### src/rtl/pll_pkg.sv
// ============================================================================
// Module   : pll_pkg
// Brief    : Shared FSM state encoding and default timing constants for the
//            PLL lock qualifier and reset generator.
// Revision : 1.0 - initial release
// ============================================================================
`default_nettype none

package pll_pkg;

    localparam int unsigned c_SYNC_STAGES_DEFAULT   = 2;
    localparam int unsigned c_STABLE_CYCLES_DEFAULT = 4800;
    localparam int unsigned c_HOLD_CYCLES_DEFAULT   = 16;
    localparam int unsigned c_CNT_W_DEFAULT         = 16;

    typedef enum logic [2:0] {
        ST_WAIT_LOCK = 3'd0,
        ST_STABLE    = 3'd1,
        ST_HOLD      = 3'd2,
        ST_RUN       = 3'd3,
        ST_LOST      = 3'd4
    } pll_state_e;

endpackage

`default_nettype wire

### src/rtl/sync_ff.sv
// ============================================================================
// Module   : sync_ff
// Brief    : Single-bit multi-flop synchronizer, async active-low reset to 0.
// Revision : 1.0 - initial release
// ============================================================================
`default_nettype none

module sync_ff #(
    parameter int unsigned DEPTH = 2
) (
    input  logic clk,
    input  logic rst_n,
    input  logic i_d,
    output logic o_q
);

    logic [DEPTH-1:0] sync_q;
    logic [DEPTH-1:0] sync_d;

    always_comb begin
        sync_d = {sync_q[DEPTH-2:0], i_d};
    end

    always_ff @(posedge clk or negedge rst_n) begin
        if (!rst_n) begin
            sync_q <= '0;
        end else begin
            sync_q <= sync_d;
        end
    end

    assign o_q = sync_q[DEPTH-1];

endmodule

`default_nettype wire

### src/rtl/pll_lock_reset_gen.sv
// ============================================================================
// Module   : pll_lock_reset_gen
// Brief    : Qualifies PLL lock over a stable window, then releases a
//            registered system reset; tracks lock-loss events.
// Revision : 1.0 - initial release
// ============================================================================
`default_nettype none

module pll_lock_reset_gen
    import pll_pkg::*;
#(
    parameter int unsigned SYNC_STAGES   = c_SYNC_STAGES_DEFAULT,
    parameter int unsigned STABLE_CYCLES = c_STABLE_CYCLES_DEFAULT,
    parameter int unsigned HOLD_CYCLES   = c_HOLD_CYCLES_DEFAULT,
    parameter int unsigned CNT_W         = c_CNT_W_DEFAULT
) (
    input  logic       clk,
    input  logic       rst_n,
    input  logic       locked,
    input  logic       clear_lost,
    output logic       sys_rst_n,
    output logic       ready,
    output logic       lost_flag,
    output logic [7:0] lost_cnt
);

    localparam logic [CNT_W-1:0] c_STABLE_LAST = CNT_W'(STABLE_CYCLES - 1);
    localparam logic [CNT_W-1:0] c_HOLD_LAST   = CNT_W'(HOLD_CYCLES - 1);
    localparam logic [CNT_W-1:0] c_CNT_ONE     = CNT_W'(1);

    logic             w_locked_s;
    logic             w_loss;
    pll_state_e       state_q, state_d;
    logic [CNT_W-1:0] cnt_q, cnt_d;
    logic             sys_rst_n_q, sys_rst_n_d;
    logic             ready_q, ready_d;
    logic             lost_flag_q, lost_flag_d;
    logic [7:0]       lost_cnt_q, lost_cnt_d;

    sync_ff #(
        .DEPTH (SYNC_STAGES)
    ) u_lock_sync (
        .clk   (clk),
        .rst_n (rst_n),
        .i_d   (locked),
        .o_q   (w_locked_s)
    );

    always_comb begin
        state_d = state_q;
        cnt_d   = cnt_q;
        w_loss  = 1'b0;
        case (state_q)
            ST_WAIT_LOCK: begin
                if (w_locked_s) begin
                    state_d = ST_STABLE;
                    cnt_d   = '0;
                end
            end
            // A drop during qualification only restarts it; it is not a loss.
            ST_STABLE: begin
                if (!w_locked_s) begin
                    state_d = ST_WAIT_LOCK;
                    cnt_d   = '0;
                end else if (cnt_q == c_STABLE_LAST) begin
                    state_d = ST_HOLD;
                    cnt_d   = '0;
                end else begin
                    cnt_d = cnt_q + c_CNT_ONE;
                end
            end
            ST_HOLD: begin
                if (!w_locked_s) begin
                    state_d = ST_LOST;
                    cnt_d   = '0;
                    w_loss  = 1'b1;
                end else if (cnt_q == c_HOLD_LAST) begin
                    state_d = ST_RUN;
                    cnt_d   = '0;
                end else begin
                    cnt_d = cnt_q + c_CNT_ONE;
                end
            end
            ST_RUN: begin
                if (!w_locked_s) begin
                    state_d = ST_LOST;
                    cnt_d   = '0;
                    w_loss  = 1'b1;
                end
            end
            default: begin
                state_d = ST_WAIT_LOCK;
                cnt_d   = '0;
            end
        endcase

        // A loss on the same edge as a clear wins and counts as the first event.
        lost_flag_d = lost_flag_q;
        lost_cnt_d  = lost_cnt_q;
        if (w_loss) begin
            lost_flag_d = 1'b1;
            if (clear_lost) begin
                lost_cnt_d = 8'd1;
            end else if (lost_cnt_q != 8'hFF) begin
                lost_cnt_d = lost_cnt_q + 8'd1;
            end
        end else if (clear_lost) begin
            lost_flag_d = 1'b0;
            lost_cnt_d  = 8'd0;
        end

        sys_rst_n_d = (state_d == ST_RUN);
        ready_d     = (state_d == ST_RUN);
    end

    always_ff @(posedge clk or negedge rst_n) begin
        if (!rst_n) begin
            state_q     <= ST_WAIT_LOCK;
            cnt_q       <= '0;
            sys_rst_n_q <= 1'b0;
            ready_q     <= 1'b0;
            lost_flag_q <= 1'b0;
            lost_cnt_q  <= 8'd0;
        end else begin
            state_q     <= state_d;
            cnt_q       <= cnt_d;
            sys_rst_n_q <= sys_rst_n_d;
            ready_q     <= ready_d;
            lost_flag_q <= lost_flag_d;
            lost_cnt_q  <= lost_cnt_d;
        end
    end

    assign sys_rst_n = sys_rst_n_q;
    assign ready     = ready_q;
    assign lost_flag = lost_flag_q;
    assign lost_cnt  = lost_cnt_q;

endmodule

`default_nettype wire

### config.mk
export PLATFORM = sky130hd
export DESIGN_NAME = pll_lock_reset_gen
export DESIGN_NICKNAME = d
export VERILOG_FILES = /design/src/rtl/pll_pkg.sv /design/src/rtl/sync_ff.sv /design/src/rtl/pll_lock_reset_gen.sv
export SDC_FILE = /design/constraint.sdc
export NUM_CORES = 1
export LEC_CHECK = 0
export ABC_AREA = 1
export CAP_MARGIN = 20
export CORE_ASPECT_RATIO = 1.1
export CORE_MARGIN = 5
export CORE_UTILIZATION = 48
export CTS_BUF_LIST = sky130_fd_sc_hd__clkbuf_16
export CTS_CLUSTER_DIAMETER = 60
export DETAILED_ROUTE_END_ITERATION = 7
export PLACE_DENSITY = 0.7
export SETUP_SLACK_MARGIN = 0.4
export SYNTH_ARGS = -nofsm -noshare
export SYNTH_HDL_FRONTEND = slang
export SYNTH_SLANG_ARGS = --single-unit
### constraint.sdc
create_clock -name clk -period 1.58 [get_ports clk]
set_clock_uncertainty 0.1 [all_clocks]
set_input_delay 0.158 -clock clk [delete_from_list [all_inputs] [get_ports clk]]
set_output_delay 0.158 -clock clk [all_outputs]
set_load 0.02 [all_outputs]
# == After elaboration in Yosys (flattened, before gate mapping) ==
# Cells that the tools add are included.
# word_totals
regBits,31
in_bits,4
out_inout_bits,11
wordCells,45
# op_classes
n_addsub,2
n_eq_ne,9
n_mux,22
n_reduce_logical,6
# op_table
operator,count
$mux 16,6
$pmux 16 s4,1
$mux 8,4
$mux 3,6
$add 16x1->16 const B,1
$eq 16x13->1 const B,1
$eq 16x4->1 const B,1
$pmux 3 s4,1
$eq 3x2->1 const B,3
$add 8x1->8 const B,1
$ne 8x8->1 const B,1
$mux 1,4
$reduce_and 2->1,2
$reduce_bool 2->1,2
$eq 3x1->1 const B,1
$logic_not 3->1,1
$ne 2x1->1 const B,1
$ne 2x2->1 const B,1
$reduce_or 2->1,1

# == Depth between registers and ports, before layout ==
# logic_depth
depth_word,5
mapped_depth,10
mapped_depth_nobuf,10

# == Modules after synthesis ==
# A second synthesis with hierarchy kept.
# unflattened
cells_unflattened,316
hier_area_um2,2093.3
# modules_own_cells
mod,n_inst,cells_each,area_each_um2,seq_area_each_um2
pll_lock_reset_gen,1,314,2043.2,725.7
sync_ff,1,2,50.0,50.0

# == Worst setup path after synthesis ==
# No wires, ideal clock.
# synth_path
kind,reg-to-reg
start,"register lost_cnt_q[0], in the netlist lost_cnt[0]"
end,"register lost_cnt_q[7], in the netlist lost_cnt[7]"
setup_ns,0.117
arrival_time_ns,1.494
required_time_ns,1.363
path_slack_ns,-0.131
path_stages_with_launch,11
path_buffers,0
period_less_slack_ns,1.711
path_cell_list,dfrtp_1 -> ha_1 -> nand2_1 -> nor2_1 -> inv_1 -> o21ai_4 -> nand2_4 -> nand2_1 -> nand2_1 -> o21ai_1 -> inv_1
# synth_via
elab_chain_cells,4
word_cells_on_any_way,7
classes_between,1 x add/sub; 1 x eq/ne; 3 x mux; 2 x reduce/logical
# synth_lines
item,line_no,text
"start, declared",pll_lock_reset_gen.sv:38,"logic [7:0] lost_cnt_q, lost_cnt_d;"
"start signal, assigned",pll_lock_reset_gen.sv:130,lost_cnt_q <= lost_cnt_d;
$add 8x1->8,pll_lock_reset_gen.sv:105,lost_cnt_d = lost_cnt_q + 8'd1;
$mux 8,pll_lock_reset_gen.sv:104,end else if (lost_cnt_q != 8'hFF) begin
$mux 8,pll_lock_reset_gen.sv:102,if (clear_lost) begin
$mux 8,pll_lock_reset_gen.sv:100,if (w_loss) begin
# Parallel ways exist; a longest one is shown, timed or not. The select of a mux whose other input is x is not followed.
# A chain may end at the register's enable or synchronous reset.

# == Final worst setup path ==
# layout_path
start,register cnt_q[4]
end,register cnt_q[12]
# layout_via
elab_chain_cells,4
word_cells_on_any_way,8
classes_between,1 x add/sub; 2 x eq/ne; 5 x mux
# layout_lines
item,line_no,text
"start, declared",pll_lock_reset_gen.sv:34,"logic [CNT_W-1:0] cnt_q, cnt_d;"
"start signal, assigned",pll_lock_reset_gen.sv:126,cnt_q <= cnt_d;
"$add 16x1->16, or another cell as far along","pll_lock_reset_gen.sv:69, pll_lock_reset_gen.sv:81",
"$mux 16, on equally long branches","pll_lock_reset_gen.sv:77, pll_lock_reset_gen.sv:65",
"$mux 16, on equally long branches","pll_lock_reset_gen.sv:73, pll_lock_reset_gen.sv:62",
$pmux 16 s4 (*),pll_lock_reset_gen.sv:53,case (state_q)
# Every way passes the cells marked *; elsewhere a longest branch is shown, timed or not.

==> flow_metrics.py <==
metrics = {
    "final_layout": {
        "area.growth.synth_to_final_pct": 52.72,
        "n_fill_cell": 277,
        "mostFrequentLayoutCells": "nand2_1, buf_4, inv_1",
        "final_core_util_pct": 75.44,
        "fin_nets": 335,
        "drive_above_1_share_pct": 50.61,
        "diodes": 0,
        "layout_commonest_cell": "nand2_1",
    },
    "sta": {
        "slew_headroom_pct": 74.07,
        "clock.fmax_mhz": 634.6,
        "final_hold_viol_count": 0,
        "rsz0062_at_grt": "yes",
        "fin_crit_ns": 1.576,
        "fin_crit_sh_pct": 99.73,
        "setup_violations": 0,
        "worst_pin_slew_ns": 0.3889,
        "setup_tns_ns": 0,
        "whs_ns": 0.1718,
        "final_max_slew_viol_count": 0,
    },
    "setup_path": {
        "end_kind": "flop",
        "cpMostUsedCell": "nand2_1",
        "cp_num_buf_inv": 0,
        "critical-path-top-delay-family": "simple AND/OR/NAND/NOR gates",
        "crit_required_ns": 1.69,
        "startpoint_type": "flop",
        "slowest_stage": "dfrtp_1",
        "critPathKind": "reg2reg",
        "cp_cell_sequence": "nand2_1, nor2_2, nand2_2, nor3_4, nand2_1, nand2_1, nand2_1, a21oi_2",
        "cp_slowest_stage_delay_ns": 0.45,
        "worst-path-max-fanout": 5,
        "critPathArrivalTime_ns": 1.69,
    },
    "routing": {
        "avgViaCountPerCell": 5.500,
        "ant_nets": 0,
        "drc": 0,
        "via_count": 2101,
        "drtIter0Drc": 190,
        "routedWlPerCell_microns": 15.42,
        "finalWirelength_mm": 5.889,
        "firstDrtPassIters": 4,
    },
    "synth": {
        "postSynthAreaPerCell_sq_um": 7.389,
        "syn-num-nets": 271,
        "yosysSeqAreaShare_pct": 39.62,
        "synth_flop_cell": "dfrtp_1",
        "syn_inst": 265,
        "netlist_area_sq_um": 1958,
        "synth_edf_count": 0,
        "ys_types": 32,
        "ys_seq_elements": 31,
        "yosysWarnings": 0,
        "async_flop_share_pct": 100.0,
    },
    "grt": {
        "grt_antenna_before_repair": 0,
        "grt_max_degree": 32,
        "grt_pass1_wl_mm": 8.935,
        "first_global_vias": 1986,
        "grt_overflow_total": 0,
        "grt_usage_pct": 20.43,
    },
    "die": {
        "ios": 15,
        "dieHeight_microns": 76.99,
        "coreArea_sq_um": 3964,
        "die_w_microns": 70.90,
        "floorplan.rows": 24,
        "die-area_sq_um": 5459,
        "start_util_pct": 49.40,
    },
    "power": {
        "cellLeakagePower_nw": 1.370,
        "ir_worst_vdd_mv": 0.5637,
        "cellPowerDensity_nw_per_um2": 648.6,
    },
    "cts": {
        "clk_latency_ns": 0.28,
        "cts.sinks": 31,
        "cts.path.max_buffers": 2,
        "root_buffer": "clkbuf_16",
        "clkTransAtPathRegs_ns": 0.05,
        "htree_num_levels": 2,
        "cts_made_buffers": 5,
        "cts_tree": "built",
    },
    "place": {
        "io_buffers": 14,
        "hpwl_mm": 3.375,
        "gp_congestion": 0.8552,
    },
    "worst_hold_path": {
        "hold_class": "in2async",
    },
    "flow_run": {
        "maxCapViolations": 0,
    },
    "run_status": {
        "status": "complete, no violations",
    },
}
==> worst reg2reg max path, cell delays in order (launching register included) <==
cell     delay (ns)
dfrtp_1        0.45
nand2_1        0.18
nor2_2         0.19
nand2_2        0.12
nor3_4         0.20
nand2_1        0.07
nand2_1        0.06
nand2_1        0.06
a21oi_2        0.09
==> area by class of cell <==
type	instances	area [sq um]	share of cell area, %
Timing Repair Buffer	61	493.0	16.49
Multi-Input combinational cell	197	1376	46.03
Inverter	33	123.9	4.142
Sequential cell	31	790.8	26.44
Clock buffer	5	125.1	4.184
Tap cell	52	65.06	2.176
Clock inverter	3	16.27	0.5439
==> path summary, 6_finish.rpt <==
check / startpoint / end / cells past startpoint / slack [ns]
setup / recovery: cnt_q[4] / cnt_q[12] / 8 / 0.004
hold / removal: rst_n / cnt_q[8] / 2 / 0.17
setup reg to reg: cnt_q[4] / cnt_q[12] / 8 / 0.004
hold reg to reg: u_lock_sync.sync_q[0] / u_lock_sync.sync_q[1] / 0 / 0.26
max in group asynchronous: rst_n / cnt_q[6] / 2 / 0.89
min in group clk: locked / u_lock_sync.sync_q[0] / 1 / 0.22
==> synth_stat cells, types with 2 or more instances <==
library cell,n,area [sq um]
nand2_1,70,262.8
nor2_1,33,123.9
dfrtp_1,31,775.7
inv_1,30,112.6
nand3_1,28,140.1
nand4_1,13,81.33
a21oi_2,7,61.31
xor2_1,7,61.31
a21oi_1,5,25.02
nor3_1,4,20.02
o21ai_0,4,20.02
o21ai_1,4,20.02
buf_6,3,33.78
nand2_2,3,18.77
ha_1,2,25.02
inv_2,2,7.510
nand2_4,2,22.52
nor2_2,2,12.51
nor3_2,2,20.02
==> state kept, by name, indices dropped and copies added (netlist names) <==
| signal | cells |
|---|---|
| cnt_q | 16 |
| lost_cnt | 8 |
| lost_flag | 1 |
| ready | 1 |
| state_q | 3 |
| u_lock_sync.sync_q | 2 |
==> cell families (layout without fill, tap and decap cells) <==
kind of cell | count (synthesis) | after routing | share of synthesized area, %
buffers and inverters | 38 | 102 | 8.626
AOI/OAI and AO/OA | 25 | 25 | 9.138
xor gates and xnor gates | 7 | 7 | 3.131
and+or+nand+nor | 162 | 163 | 38.21
DFF | 31 | 31 | 39.62
adders and majority gates | 2 | 2 | 1.278
==> per-stage QoR <==
stage,setup WS (ns),std cells,power [W],area [sq um]
after floorplan,0.03384,265,0.0009068,2051
after global placement,-0.003268,346,0.0009544,2361
after detailed placement,-0.02183,346,0.0009568,2361
after CTS,0.1098,371,0.001920,2731
after global routing,-0.07162,382,0.002004,2990
final,0.004215,382,0.001939,2990
==> layer usage <==
layer,global-route usage (%),part of all wire (%),vias to the layer above
met5,0,0,-
met4,8.083,3.1,0
met3,4.444,5.6,22
met1,23.75,38,1009
li1,-,-,995
met2,35.99,54,75
==> report_power, final <==
group | switching [W] | internal, W
sequential | 0.0000150 | 0.000805
clock | 0.000357 | 0.000574
combinational | 0.000113 | 0.0000755
==> what timing repair did <==
action                                  CTS  global route
pin swaps                                28            40
gates resized for setup                  68            70
endpoints found under the setup margin   38            35
hold buffers                              0             0
setup buffers                            16            11
gates cloned                              1             0
(Power assumes the default switching activity.)
